## config.mk

```make
export PLATFORM = sky130hd
export DESIGN_NAME = fifo_rd_packer
export DESIGN_NICKNAME = d
export VERILOG_FILES = /design/src/rtl/fifo_rd_packer.sv
export SDC_FILE = /design/constraint.sdc
export NUM_CORES = 1
export LEC_CHECK = 0
export ABC_AREA = 1
export CORE_ASPECT_RATIO = 1.4
export CORE_MARGIN = 8
export CORE_UTILIZATION = 31
export DETAILED_ROUTE_END_ITERATION = 10
export SETUP_SLACK_MARGIN = 0.2
export SLEW_MARGIN = 25
export SYNTH_ARGS = -nofsm -noshare
export SYNTH_HDL_FRONTEND = slang
export SYNTH_SLANG_ARGS = --single-unit
```

## constraint.sdc

```tcl
create_clock -name rclk -period 1.6 [get_ports rclk]
set_input_delay 0.32 -clock rclk [delete_from_list [all_inputs] [get_ports rclk]]
set_output_delay 0.32 -clock rclk [all_outputs]
set_load 0.01 [all_outputs]
```

## src/rtl/fifo_rd_packer.sv

```systemverilog
// Read-side byte packer: pops a show-ahead byte FIFO and assembles little-endian words behind a double buffer.
// Optional FIFO_RD_PACKER_PARITY_EN adds a per-lane even-parity output registered with the word.
module fifo_rd_packer #(
  parameter int BYTES   = 4,
  parameter int TIMEOUT = 0
) (
  input  logic               rclk,
  input  logic               rrst_n,
  input  logic [7:0]         rdata,
  input  logic               rempty,
  output logic               rinc,
  input  logic               flush,
  output logic [8*BYTES-1:0] out_data,
  output logic [BYTES-1:0]   out_be,
  output logic               out_valid,
  input  logic               out_ready,
  output logic               out_last,
`ifdef FIFO_RD_PACKER_PARITY_EN
  output logic [BYTES-1:0]   out_parity,
`endif
  output logic               busy
);

  localparam int LW = $clog2(BYTES + 1);
  localparam int IW = (TIMEOUT > 0) ? $clog2(TIMEOUT + 1) : 1;
  localparam logic [LW-1:0] LANE_FULL  = LW'(BYTES);
  localparam logic [LW-1:0] LANE_LAST  = LW'(BYTES - 1);
  localparam logic [IW-1:0] IDLE_LIMIT = IW'(TIMEOUT);

  typedef enum logic [1:0] {
    FILL  = 2'd0,
    STALL = 2'd1,
    FLUSH = 2'd2
  } state_e;

  state_e state_q, state_d;

  logic [8*BYTES-1:0] pk_q, pk_d, pkIns;
  logic [LW-1:0]      lane_q, lane_d;
  logic [IW-1:0]      idle_q, idle_d;
  logic               flushPend_q, flushPend_d;
  logic               flushReq_q, flushReq_d;
  logic [8*BYTES-1:0] outData_q, outData_d;
  logic [BYTES-1:0]   outBe_q, outBe_d;
  logic               outValid_q, outValid_d;
  logic               outLast_q, outLast_d;
  logic [BYTES-1:0]   partialBe;

  logic outFree;
  logic doFull;
  logic doPartial;
  logic doDrop;
  logic timeoutFire;

  assign outFree = !outValid_q || out_ready;

  // State register.
  always_ff @(posedge rclk or negedge rrst_n) begin
    if (!rrst_n) begin
      state_q <= FILL;
    end else begin
      state_q <= state_d;
    end
  end

  // Next state follows the pending-flush flag first, then whether the pack register is full.
  always_comb begin
    state_d = FILL;
    if (flushPend_d) begin
      state_d = FLUSH;
    end else if (lane_d == LANE_FULL) begin
      state_d = STALL;
    end
  end

  // Control outputs: pop strobe and which kind of output-register load happens this edge.
  always_comb begin
    rinc      = 1'b0;
    doFull    = 1'b0;
    doPartial = 1'b0;
    doDrop    = 1'b0;
    unique case (state_q)
      FILL: begin
        rinc   = rrst_n && !rempty;
        doFull = outFree && rinc && (lane_q == LANE_LAST);
      end
      STALL: begin
        doFull = outFree;
      end
      FLUSH: begin
        if (outFree) begin
          if (lane_q == LANE_FULL) begin
            doFull = 1'b1;
          end else if (lane_q != '0) begin
            doPartial = 1'b1;
          end else begin
            doDrop = 1'b1;
          end
        end
      end
      default: begin
      end
    endcase
  end

  always_comb begin
    pkIns = pk_q;
    for (int i = 0; i < BYTES; i++) begin
      if (rinc && (lane_q == LW'(i))) begin
        pkIns[8*i +: 8] = rdata;
      end
    end
  end

  always_comb begin
    partialBe = '0;
    for (int i = 0; i < BYTES; i++) begin
      partialBe[i] = (LW'(i) < lane_q);
    end
  end

  // Idle counter only advances while filling a partial word with nothing arriving.
  always_comb begin
    idle_d      = '0;
    timeoutFire = 1'b0;
    if ((state_q == FILL) && !rinc && (lane_q != '0)) begin
      idle_d      = idle_q + 1'b1;
      timeoutFire = (TIMEOUT > 0) && (idle_d == IDLE_LIMIT);
    end
  end

  always_comb begin
    lane_d = lane_q;
    pk_d   = pkIns;
    if (doFull || doPartial) begin
      lane_d = '0;
      pk_d   = '0;
    end else if (rinc) begin
      lane_d = lane_q + 1'b1;
    end
    flushPend_d = (flushPend_q && !(doPartial || doDrop)) || flush || timeoutFire;
    flushReq_d  = (flushReq_q && !(doPartial || doDrop)) || flush;
  end

  // Output register holds its word until accepted; a full word carries the byte popped this edge.
  always_comb begin
    outData_d  = outData_q;
    outBe_d    = outBe_q;
    outLast_d  = outLast_q;
    outValid_d = outValid_q && !out_ready;
    if (doFull) begin
      outData_d  = pkIns;
      outBe_d    = '1;
      outLast_d  = 1'b0;
      outValid_d = 1'b1;
    end else if (doPartial) begin
      outData_d  = pk_q;
      outBe_d    = partialBe;
      outLast_d  = flushReq_q;
      outValid_d = 1'b1;
    end
  end

  always_ff @(posedge rclk or negedge rrst_n) begin
    if (!rrst_n) begin
      pk_q        <= '0;
      lane_q      <= '0;
      idle_q      <= '0;
      flushPend_q <= 1'b0;
      flushReq_q  <= 1'b0;
      outData_q   <= '0;
      outBe_q     <= '0;
      outValid_q  <= 1'b0;
      outLast_q   <= 1'b0;
    end else begin
      pk_q        <= pk_d;
      lane_q      <= lane_d;
      idle_q      <= idle_d;
      flushPend_q <= flushPend_d;
      flushReq_q  <= flushReq_d;
      outData_q   <= outData_d;
      outBe_q     <= outBe_d;
      outValid_q  <= outValid_d;
      outLast_q   <= outLast_d;
    end
  end

`ifdef FIFO_RD_PACKER_PARITY_EN
  logic [BYTES-1:0] parity_q, parity_d;

  always_comb begin
    parity_d = '0;
    for (int i = 0; i < BYTES; i++) begin
      parity_d[i] = outBe_d[i] & (^outData_d[8*i +: 8]);
    end
  end

  always_ff @(posedge rclk or negedge rrst_n) begin
    if (!rrst_n) begin
      parity_q <= '0;
    end else begin
      parity_q <= parity_d;
    end
  end

  assign out_parity = parity_q;
`endif

  assign out_data  = outData_q;
  assign out_be    = outBe_q;
  assign out_valid = outValid_q;
  assign out_last  = outLast_q;
  assign busy      = (lane_q != '0) || outValid_q || flushPend_q;

endmodule

```

==> metrics.txt <==
NumNets Final 621; Syn Nets 503; CTS max path bufs 2; clk root buf clkbuf_16; H-tree depth 3; post-layout worst setup margin -0.0674 ns; CTS tree yes; Design Power 10500 uW; initial antenna violation count 0; failing checks setup timing; Hold WS 0.196 ns; Buffers on Ports 52; worst path bufs/invs 4; post-synthesis average cell area 7.91 um2; antenna viol nets, final 0; Clock transition at path regs 0.06 ns; fin crit share 104%; Rows 48; Initial DRT Pass Iterations 4; overall routing resource usage 15.6%; Hold WC Path Type in -> async; layer with the highest usage met2; layout cells sized above 1 44.2%; Starting Density 31.5%; commonest non-fill, non-tap cell in the layout nand2_1; Worst-Margin Slew 0.726 ns; final setup vio count 62; power density over cell area 1640 nW/um2; type of the worst setup path reg -> reg; Layout area overhead 67.4%; leading area contributor after synthesis dfrtp_1; # hold bufs at CTS 0; Die ar. 16300 um2; required time of the critical path 1.83 ns; critical path cell sequence inv_2 -> ha_4 -> nand2_4 -> o21ai_2 -> inv_2 -> nand2_4 -> nand2_8 -> nand2_8 -> buf_12 -> clkbuf_16 -> a21oi_2; DR iter-0 viols 227; core area 12200 um2; total CTS buffers 9; CP startpoint kind flip-flop; vias after detailed routing 3938; Min Clock Period, post-route 1.67 ns; yosys warns 0; max_slew headroom 51.6%; GR Util met3 2.18%; Synth Cell Area 3840 um2; setup TNS -2.58 ns; routed length per instance 18.0 um; DRC errors left 0; worst clock skew 0.00524 ns; Unique masters post-synth 24; endpoints failing hold 0; most frequent cells in the layout nand2_1, dfrtp_1, buf_4, dlygate4sd2_1, nand3_2; RSZ-0062 raised after global routing true; I/O pins 53; Die W 110 um; met2 Use GR 26.7%; Max Cap Viol 0; footprint of the multi-input gates 2420 um2; Crit path max-delay family buffers and inverters; Max Freq 600 MHz; vias in the first global route 4085; Arr. time, crit path 1.90 ns; first-pass GRT wire length 20200 um; Reg area 1900 um2; Synth area leaders dfrtp_1, nand2_1, nand3_1, nand4_1, a21oi_1; Max rail drop VDD 1140 uV; Yosys top cell area share 49.5%; status complete, but fails checks; crit-path max FO 5; Diodes inserted 0; post-synthesis sequential area ratio 49.5%; Seq cells post-synth 76; Global Route met1 Usage 18.0%; largest stage delay on the critical path 0.40 ns; final wirelength 13600 um; Sink Count 76; DR vias/cell 5.19; fill cell count 1045; worst-skew pair later-pin latency 0.34 ns; Cells after Synth 486; chip height 148 um; LEAKAGE 0.00319 uW; largest net degree at the start of global routing 77; GPL Wtd Cong 0.842; Final HPWL DP 7580 um; crit path capture type flip-flop; Place WS -0.409 ns; Critical Path Slowest Stage Cell dfrtp_1; Slew Viols, Final 0; total gr overflow 0
==> synth_stat cells, drive strengths merged <==
library cell and count:
nand4 32, nand2 157, inv 43, clkbuf 8, o21ai 2, a21o 1
nand3 69, nor2 35, ha 4, dfrtp 76, buf 18, xnor2 1
clkinv 2, a21oi 38
==> final timing paths <==
kind                            startpoint          to  slack (ns)  cells past startpoint
max in group asynchronous           rrst_n    pk_q[24]        0.87                      3
worst min register to register  flushReq_q  flushReq_q        0.48                      1
worst max register to register   lane_q[0]     pk_q[1]       -0.07                     11
min in group rclk               flushReq_q  flushReq_q        0.48                      1
worst min-delay path                rrst_n   out_be[0]        0.20                      3
worst max-delay path             lane_q[0]     pk_q[1]       -0.07                     11
==> power by group <==
| part | switching (uW) | total (uW) | internal, uW |
|---|---|---|---|
| registers | 284 | 2670 | 2380 |
| logic | 3250 | 5990 | 2740 |
| clock network | 824 | 1860 | 1040 |
| total | 4360 | 10500 | 6160 |
==> kinds of logic after synthesis <==
logic type,count (synthesis),synth area share (%)
xor gates and xnor gates,1,0.228
DFF,76,49.5
adders and majority gates,4,1.30
AOI/OAI and AO/OA,41,5.40
and+or+nand+nor,293,35.4
buffers and inverters,71,8.20
==> registers in the layout (all words and copies together), names as in the netlist <==
register     flops
state_q          1
out_data        32
out_last         1
flushPend_q      1
lane_q           3
out_valid        1
out_be           4
pk_q            32
flushReq_q       1
==> cell type report <==
cell class / instances / area share (%)
multi-input combinational: 340 / 37.6
sequential: 76 / 29.6
timing repair buffer: 132 / 22.8
clock buffer: 9 / 3.50
tap: 150 / 2.92
inverter: 45 / 2.88
clock inverter: 7 / 0.681
==> metrics by stage <==
| step | cells | util, % | area, um2 |
|---|---|---|---|
| after global routing | 759 | 52.8 | 6430 |
| after global placement | 719 | 40.5 | 4940 |
| after detailed placement | 719 | 40.5 | 4940 |
| after floorplan | 486 | - | 3940 |
| after CTS | 746 | 48.1 | 5870 |
| final | 759 | 52.8 | 6430 |
==> tightest hold or removal path, stage by stage <==
cell	delay, ns
buf_4	0.09
buf_4	0.10
buf_6	0.52
==> repair_timing <==
action	CTS	global route
pin swaps	21	22
gates resized for setup	183	80
setup endpoints to repair	114	77
buffers inserted	7	7
cloned	4	6
==> layer usage <==
layer / vias to the layer above / share of wire (%)
li1: 1837 / -
met1: 1958 / 39
met2: 107 / 54
met3: 36 / 3.6
met4: 0 / 3.8
met5: - / 0
Note: power is estimated with default switching activity, not from simulation.
